### src/rtl/mem_arbiter.sv
// Purpose : shares one single-port memory between the instruction-fetch (I) and data (D) requesters.
// Latency : 1 cycle grant + memory busy cycles + 1 ACK cycle per access.
// Backpres: requesters stall on combinational busywait until their ACK cycle; D wins ties unless
//           I has already lost STARVE_MAX times in a row.
// Ports   : clk/reset (sync, active low); i_* fetch port (read only); d_* data port (read/write);
//           m_* registered memory bus, with m_busywait/m_readdata returned by the memory.
module mem_arbiter #(
  parameter int ADDR_W     = 8,
  parameter int DATA_W     = 32,
  parameter int STARVE_MAX = 4
) (
  input  logic              clk,
  input  logic              reset,
  input  logic              i_read,
  input  logic [ADDR_W-1:0] i_address,
  output logic [DATA_W-1:0] i_readdata,
  output logic              i_busywait,
  input  logic              d_read,
  input  logic              d_write,
  input  logic [ADDR_W-1:0] d_address,
  input  logic [DATA_W-1:0] d_writedata,
  output logic [DATA_W-1:0] d_readdata,
  output logic              d_busywait,
  output logic              m_read,
  output logic              m_write,
  output logic [ADDR_W-1:0] m_address,
  output logic [DATA_W-1:0] m_writedata,
  input  logic [DATA_W-1:0] m_readdata,
  input  logic              m_busywait
);

  typedef enum logic [2:0] {IDLE, SERVE_I, SERVE_D, ACK_I, ACK_D} state_t;

  localparam logic [3:0] STARVE_LIM = 4'(STARVE_MAX);

  state_t     state;
  logic [3:0] starve_cnt;
  logic       d_req;
  logic       d_win;
  logic       i_win;

  assign d_req = d_read | d_write;
  // D has priority unless I is waiting and has already been passed over STARVE_MAX times.
  assign d_win = d_req & (~i_read | (starve_cnt < STARVE_LIM));
  assign i_win = ~d_win & i_read;

  // A requester is released only in its own ACK cycle; it samples readdata on the edge ending it.
  assign i_busywait = i_read & (state != ACK_I);
  assign d_busywait = d_req  & (state != ACK_D);

  always_ff @(posedge clk) begin
    if (!reset) begin
      state       <= IDLE;
      starve_cnt  <= '0;
      m_read      <= 1'b0;
      m_write     <= 1'b0;
      m_address   <= '0;
      m_writedata <= '0;
      i_readdata  <= '0;
      d_readdata  <= '0;
    end else begin
      case (state)
        IDLE: begin
          // D can only win against a waiting I while the count is below the limit,
          // so the increment never overshoots the saturation value.
          if (i_read && d_win) begin
            starve_cnt <= starve_cnt + 4'd1;
          end else begin
            starve_cnt <= '0;
          end

          if (d_win) begin
            m_address   <= d_address;
            m_writedata <= d_writedata;
            m_write     <= d_write;
            // A combined read+write request performs only the write.
            m_read      <= d_read & ~d_write;
            state       <= SERVE_D;
          end else if (i_win) begin
            m_address <= i_address;
            m_read    <= 1'b1;
            state     <= SERVE_I;
          end
        end

        SERVE_I: begin
          if (!m_busywait) begin
            m_read     <= 1'b0;
            m_write    <= 1'b0;
            i_readdata <= m_readdata;
            state      <= ACK_I;
          end
        end

        SERVE_D: begin
          if (!m_busywait) begin
            if (m_read) begin
              d_readdata <= m_readdata;
            end
            m_read  <= 1'b0;
            m_write <= 1'b0;
            state   <= ACK_D;
          end
        end

        ACK_I, ACK_D: state <= IDLE;

        default: state <= IDLE;
      endcase
    end
  end

endmodule

### config.mk
export PLATFORM = sky130hd
export DESIGN_NAME = mem_arbiter
export DESIGN_NICKNAME = d
export VERILOG_FILES = /design/src/rtl/mem_arbiter.sv
export SDC_FILE = /design/constraint.sdc
export NUM_CORES = 1
export LEC_CHECK = 0
export ABC_CLOCK_PERIOD_IN_PS = 4400
export CORE_MARGIN = 4
export CORE_UTILIZATION = 60
export DETAILED_ROUTE_END_ITERATION = 10
export DONT_BUFFER_PORTS = 1
export PLACE_DENSITY = 0.76
export SLEW_MARGIN = 0
export SYNTH_ARGS = -nofsm -noshare
export SYNTH_HDL_FRONTEND = slang
export SYNTH_SLANG_ARGS = --single-unit
### constraint.sdc
create_clock -name clk -period 4.4 [get_ports clk]
set_input_delay 0.88 -clock clk [delete_from_list [all_inputs] [get_ports clk]]
set_output_delay 0.88 -clock clk [all_outputs]
set_load 0.02 [all_outputs]
==> flow_metrics.py, run 1 <==
metrics = {
    "setup_path": {
        "worst-path-max-fanout": 12,
        "r2r_setup_slack_ns": 2.20,
        "crit_chain": "nor2_1, a21oi_1",
        "startpoint_type": "register",
        "r2r-start": "state[1]",
        "worst_ep_arrival_time_ns": 1.65,
        "critPathTopFamily": "flip-flops",
        "r2r_end": "d_readdata[18]",
        "crit_buf_inv": 0,
        "max_stage_delay_ns": 0.59,
        "r2r_cells": 3,
        "cpMaxStageDelayCell": "dfxtp_1",
        "cp_data_required_time_ns": 3.52,
        "crit_path_end_kind": "output pin",
        "crit_type": "reg -> out",
    },
    "floorplanning": {
        "die_area_mm2": 0.00890,
        "coreArea_mm2": 0.00725,
        "dieHeight_um": 94.4,
        "num_rows": 31,
        "pin_count": 194,
        "die_w_um": 94.4,
        "initial_core_util": 0.617,
    },
    "synth": {
        "seq_area_frac_synth": 0.506,
        "ys.warnings.count": 0,
        "synth.top_cell.area_share": 0.506,
        "yosysTopAreaCell": "dfxtp_1",
        "yosysUniqueCellTypes": 38,
        "synthCells": 534,
        "synth_area_leaders": "dfxtp_1 (51%), nand2_1 (11%), a21oi_1 (8.4%), mux2i_1 (7.2%), nand3_1 (5.1%)",
        "ys_seq_elements": 113,
        "syn_area_mm2": 0.00447,
        "syn_nets": 621,
        "synth_area_per_cell_um2": 8.38,
    },
    "clock_tree": {
        "cts_setup_buffers": 0,
        "cts.sinks": 113,
        "root_buffer": "clkbuf_8",
        "clock_path_buffers": 2,
        "post_cts_resized": 0,
        "cts_buffers": 17,
        "htreeDepth": 4,
        "clk_pin_slew_ns": 0.05,
        "insertion_delay_ns": 0.50,
        "cts_hold_buf": 0,
        "cts_tree": "built",
    },
    "power_and_ir_drop": {
        "leakage_nw": 1.81,
        "p_per_area_mw_per_mm2": 601,
        "p_total_w": 0.00302,
        "ir_drop_mv": 0.481,
    },
    "min_path": {
        "hold_class": "in -> reg",
        "min_to": "state[2]",
        "whs_path_depth": 1,
        "min_from": "m_busywait",
    },
    "place": {
        "io_buffers": 0,
        "gp_congestion": 0.777,
        "dp.final_hpwl_mm": 7.47,
    },
    "detailed_routing": {
        "wirelength_mm": 11.1,
        "wl_per_cell_um": 17.9,
        "ant_nets": 0,
        "drc_errors": 0,
        "dr.pass1.iters": 5,
        "vias": 3762,
        "via_per_inst": 6.05,
        "drt_iter0_drc": 190,
    },
    "outcome": {
        "status": "finished clean",
    },
    "sta": {
        "tightestPinTransition_ns": 1.18,
        "slew_headroom": 0.212,
        "rsz0062_at_grt": "no",
        "fin_worst_skew_ns": 0.00604,
        "fin_crit_ns": 2.53,
        "hold_viol_final": 0,
        "fmax_mhz": 395,
        "maxSlewViolCount": 0,
        "timing.final.crit_share": 0.575,
        "tns_ns": 0,
        "setup_violations": 0,
    },
    "flow_run": {
        "maxCapViolations": 0,
    },
    "cells_and_area": {
        "area_growth_pct": 12.4,
        "final_layout_size_suffix_gt1_frac": 0.0822,
        "fill_cells": 590,
        "final_common_cell": "nand2_1",
        "diodes": 0,
        "most-common-layout-cells": "nand2_1 (130), dfxtp_1 (113), a21oi_1 (75)",
        "nets": 597,
    },
    "grt": {
        "grt_max_degree": 74,
        "grt_antenna_before_repair": 0,
        "grt_pass1_wl_mm": 17.3,
        "grt_pass1_vias": 3555,
        "overflow": 0,
        "grt.total_usage": 0.246,
    },
}
per-layer routing:
layer | part of all wire | up-vias | routed length [µm] | GRT usage
li1 | - | 1799 | - | -
met1 | 0.37 | 1742 | 4130 | 0.282
met2 | 0.50 | 203 | 5580 | 0.411
met3 | 0.11 | 18 | 1230 | 0.104
met4 | 0.015 | 0 | 172 | 0.0890
met5 | 0 | - | 0 | 0
cell type report:
type                    count  area [µm²]  area share
flip-flops and latches    113        2260       0.450
multi-input cells         369        1990       0.397
clock buffers              19         432      0.0858
clock inverters            13         161      0.0321
well taps                  99         124      0.0246
repair buffers              6        45.0     0.00896
inverters                   3        11.3     0.00224
cell usage after synthesis (all sizes together):
cell	count
o211ai	2
or2	1
o32a	1
clkbuf	32
nand2	130
nand4	2
a41oi	1
o31a	1
dfxtp	113
inv	3
buf	17
mux2i	32
o22ai	1
a21oi	75
nor2b	1
or4b	2
nand3	46
o31ai	1
a211oi	1
nor3	3
xnor2	1
a31oi	1
o21ai	44
and3	1
nor2	3
ha	1
nand2b	1
or3	3
o21a	3
a311oi	8
nor4bb	1
nor4b	2
cell families after synthesis:
kind of cell	Yosys count	synth area share
compound gates	139	0.169
xor+xnor	1	0.00196
buf+inv	52	0.0526
mux	32	0.0716
fa+ha+maj	1	0.00280
simple gates	196	0.196
flops	113	0.506
worst max path at each step:
stage,start,to,slack [ns],cells after the start
after detailed placement,d_write,d_busywait,1.89,2
after CTS,state[0],d_busywait,1.85,2
after floorplan,d_write,d_busywait,2.05,3
final,state[0],d_busywait,1.87,2
after global routing,state[0],d_busywait,1.75,2
after global placement,d_write,d_busywait,1.94,2
through the flow:
step           cells   util  cell area (µm²)  setup slack [ns]  hold slack (ns)
2_1_floorplan    534      -             4470              2.05            0.462
3_3_place_gp     590  0.612             4440              1.94            0.481
3_5_place_dp     590  0.612             4440              1.89            0.497
4_1_cts          622  0.693             5030              1.85            0.438
5_1_grt          622  0.693             5030              1.75            0.437
6_report         622  0.693             5030              1.87            0.459
registers in the layout, summed over array words and instances (netlist names):
register and flops:
i_readdata 32, d_readdata 32, m_address 8, m_write 1, m_writedata 32, starve_cnt 4, state 3, m_read 1
worst reg2reg max path: cells and delay by family, from the launching register on:
| family | cells | cell delay [ns] |
|---|---|---|
| compound gates | 2 | 0.52 |
| flops | 1 | 0.59 |
| simple gates | 1 | 0.94 |
where the power goes:
| part | switching (W) | leakage [nW] | total [W] | internal, W |
|---|---|---|---|---|
| Combinational | 0.000227 | 0.609 | 0.000362 | 0.000135 |
| Clock | 0.000467 | 0.280 | 0.00134 | 0.000876 |
| Sequential | 0.000195 | 0.921 | 0.00132 | 0.00112 |
Power figures use the tool's default switching activity.
==> run 2, diff against run 1 <==
Settings changed: ABC_CLOCK_PERIOD_IN_PS 4400 to 2500.
Clock period 4.4 ns to 2.5 ns, I/O delays scaled along.
==> run 2 against run 1 <==
Effect of this change: worst setup slack worse by 1.5 ns; die area unchanged; critical path type unchanged; flip-flop and latch count unchanged; sequential power up 76%; register-to-register slack worse by 1.5 ns; combinational power up 85%; cell area up 0.40%; highest routed layer unchanged; clock skew up 0.0016 ns; critical path depth unchanged; clock power up 65%.
==> flow_metrics.py, run 2 (synthesis gave the netlist of run 1 again) <==
metrics = {
    "detailed_routing": {
        "vias": 3746,
        "wirelength_mm": 11.1,
        "ant_nets": 0,
        "dr.pass1.iters": 5,
        "drc_errors": 0,
        "wl_per_cell_um": 17.7,
        "via_per_inst": 5.97,
        "drt_iter0_drc": 208,
    },
    "flow_run": {
        "maxCapViolations": 0,
    },
    "sta": {
        "worst_slack_ns": 0.347,
        "hold_viol_final": 0,
        "timing.final.crit_share": 0.861,
        "maxSlewViolCount": 0,
        "setup_violations": 0,
        "tns_ns": 0,
        "fmax_mhz": 464,
        "fin_worst_skew_ns": 0.00764,
        "slew_headroom": 0.392,
        "fin_crit_ns": 2.15,
        "rsz0062_at_grt": "no",
        "tightestPinTransition_ns": 0.911,
    },
    "power_and_ir_drop": {
        "p_int_w": 0.00362,
        "pwr-share-clk": 0.426,
        "p_comb_frac": 0.129,
        "swShare": 0.303,
        "ir_drop_mv": 0.529,
        "pwr-share-seq": 0.446,
        "leakage_nw": 1.82,
        "p_switching_w": 0.00157,
        "p_per_area_mw_per_mm2": 1030,
        "p_total_w": 0.00520,
    },
    "setup_path": {
        "cp_data_required_time_ns": 2.00,
        "cpMaxStageDelayCell": "dfxtp_1",
        "critPathTopFamily": "flip-flops",
        "worst_ep_arrival_time_ns": 1.65,
        "crit_path_end_kind": "output pin",
        "startpoint_type": "register",
        "max_stage_delay_ns": 0.59,
        "crit_buf_inv": 0,
        "worst-path-max-fanout": 12,
        "crit_chain": "nor2_1, a21oi_1",
        "crit_type": "reg -> out",
    },
    "clock_tree": {
        "cts_setup_buffers": 0,
        "clk_pin_slew_ns": 0.05,
        "cts.sinks": 113,
        "cts_tree": "built",
        "clock_path_buffers": 2,
        "insertion_delay_ns": 0.50,
        "cts_hold_buf": 0,
        "htreeDepth": 4,
        "post_cts_resized": 0,
        "root_buffer": "clkbuf_8",
        "cts_buffers": 17,
    },
    "cells_and_area": {
        "area_growth_pct": 12.9,
        "final_area_mm2": 0.00505,
        "finish.utilization": 0.696,
        "final_layout_size_suffix_gt1_frac": 0.0928,
        "most-common-layout-cells": "nand2_1 (130), dfxtp_1 (113), a21oi_1 (75)",
        "diodes": 0,
        "final_common_cell": "nand2_1",
        "reg_top3": "d_readdata (32), i_readdata (32), m_writedata (32)",
        "nets": 602,
    },
    "outcome": {
        "status": "finished clean",
    },
    "floorplanning": {
        "die_w_um": 94.4,
        "pin_count": 194,
        "initial_core_util": 0.617,
        "dieHeight_um": 94.4,
        "die_area_mm2": 0.00890,
        "num_rows": 31,
        "coreArea_mm2": 0.00725,
    },
    "min_path": {
        "hold_class": "in -> reg",
    },
    "place": {
        "placed_area_mm2": 0.00449,
        "dp.final_hpwl_mm": 7.66,
        "gp_congestion": 0.838,
        "io_buffers": 0,
        "dp_slack_ns": 0.672,
    },
    "grt": {
        "overflow": 0,
        "grt_pass1_wl_mm": 17.1,
        "grt.total_usage": 0.244,
        "grt_pass1_vias": 3472,
        "grt_max_degree": 74,
        "grt_antenna_before_repair": 0,
    },
}
run 2: worst register-to-register path: stages (launching register included):
cell      delay [ns]
dfxtp_1         0.45
or3_1           0.55
nor2_1          0.49
a311oi_1        0.18
run 2: power groups by stage:
| stage | Combinational (W) | Clock [W] | Sequential (W) |
|---|---|---|---|
| after floorplan | 0.000606 | 0 | 0.00229 |
| after global placement | 0.000644 | 0 | 0.00235 |
| after detailed placement | 0.000664 | 0 | 0.00235 |
| after CTS | 0.000667 | 0.00224 | 0.00232 |
| after global routing | 0.000735 | 0.00234 | 0.00233 |
| final | 0.000670 | 0.00221 | 0.00232 |
run 2: layout make-up:
cell class                 instances  area (µm²)
sequential                       113        2260
fill                             575        2200
clock inverter                    12         108
clock buffer                      20         455
tap                               99         124
inverter                           3        11.3
timing repair buffer              11        95.1
multi-input combinational        369        1990
run 2: final timing paths:
| path | slack, ns | start | cells past startpoint | to |
|---|---|---|---|---|
| worst max-delay path | 0.35 | state[0] | 2 | d_busywait |
| worst min-delay path | 0.09 | m_busywait | 1 | state[2] |
| worst max register to register | 0.67 | state[2] | 3 | m_address[0] |
| worst min register to register | 0.50 | starve_cnt[1] | 2 | starve_cnt[1] |
run 2: routing by layer:
metal / global-route usage / part of all wire
met4: 0.0830 / 0.0074
met3: 0.0996 / 0.11
met1: 0.290 / 0.38
met2: 0.400 / 0.50
met5: 0 / 0
run 2: metrics by stage:
step	hold slack, ns	cells
after floorplan	0.462	534
after CTS	0.0671	627
after global routing	0.0686	627
after global placement	0.485	595
after detailed placement	0.490	595
final	0.0883	627
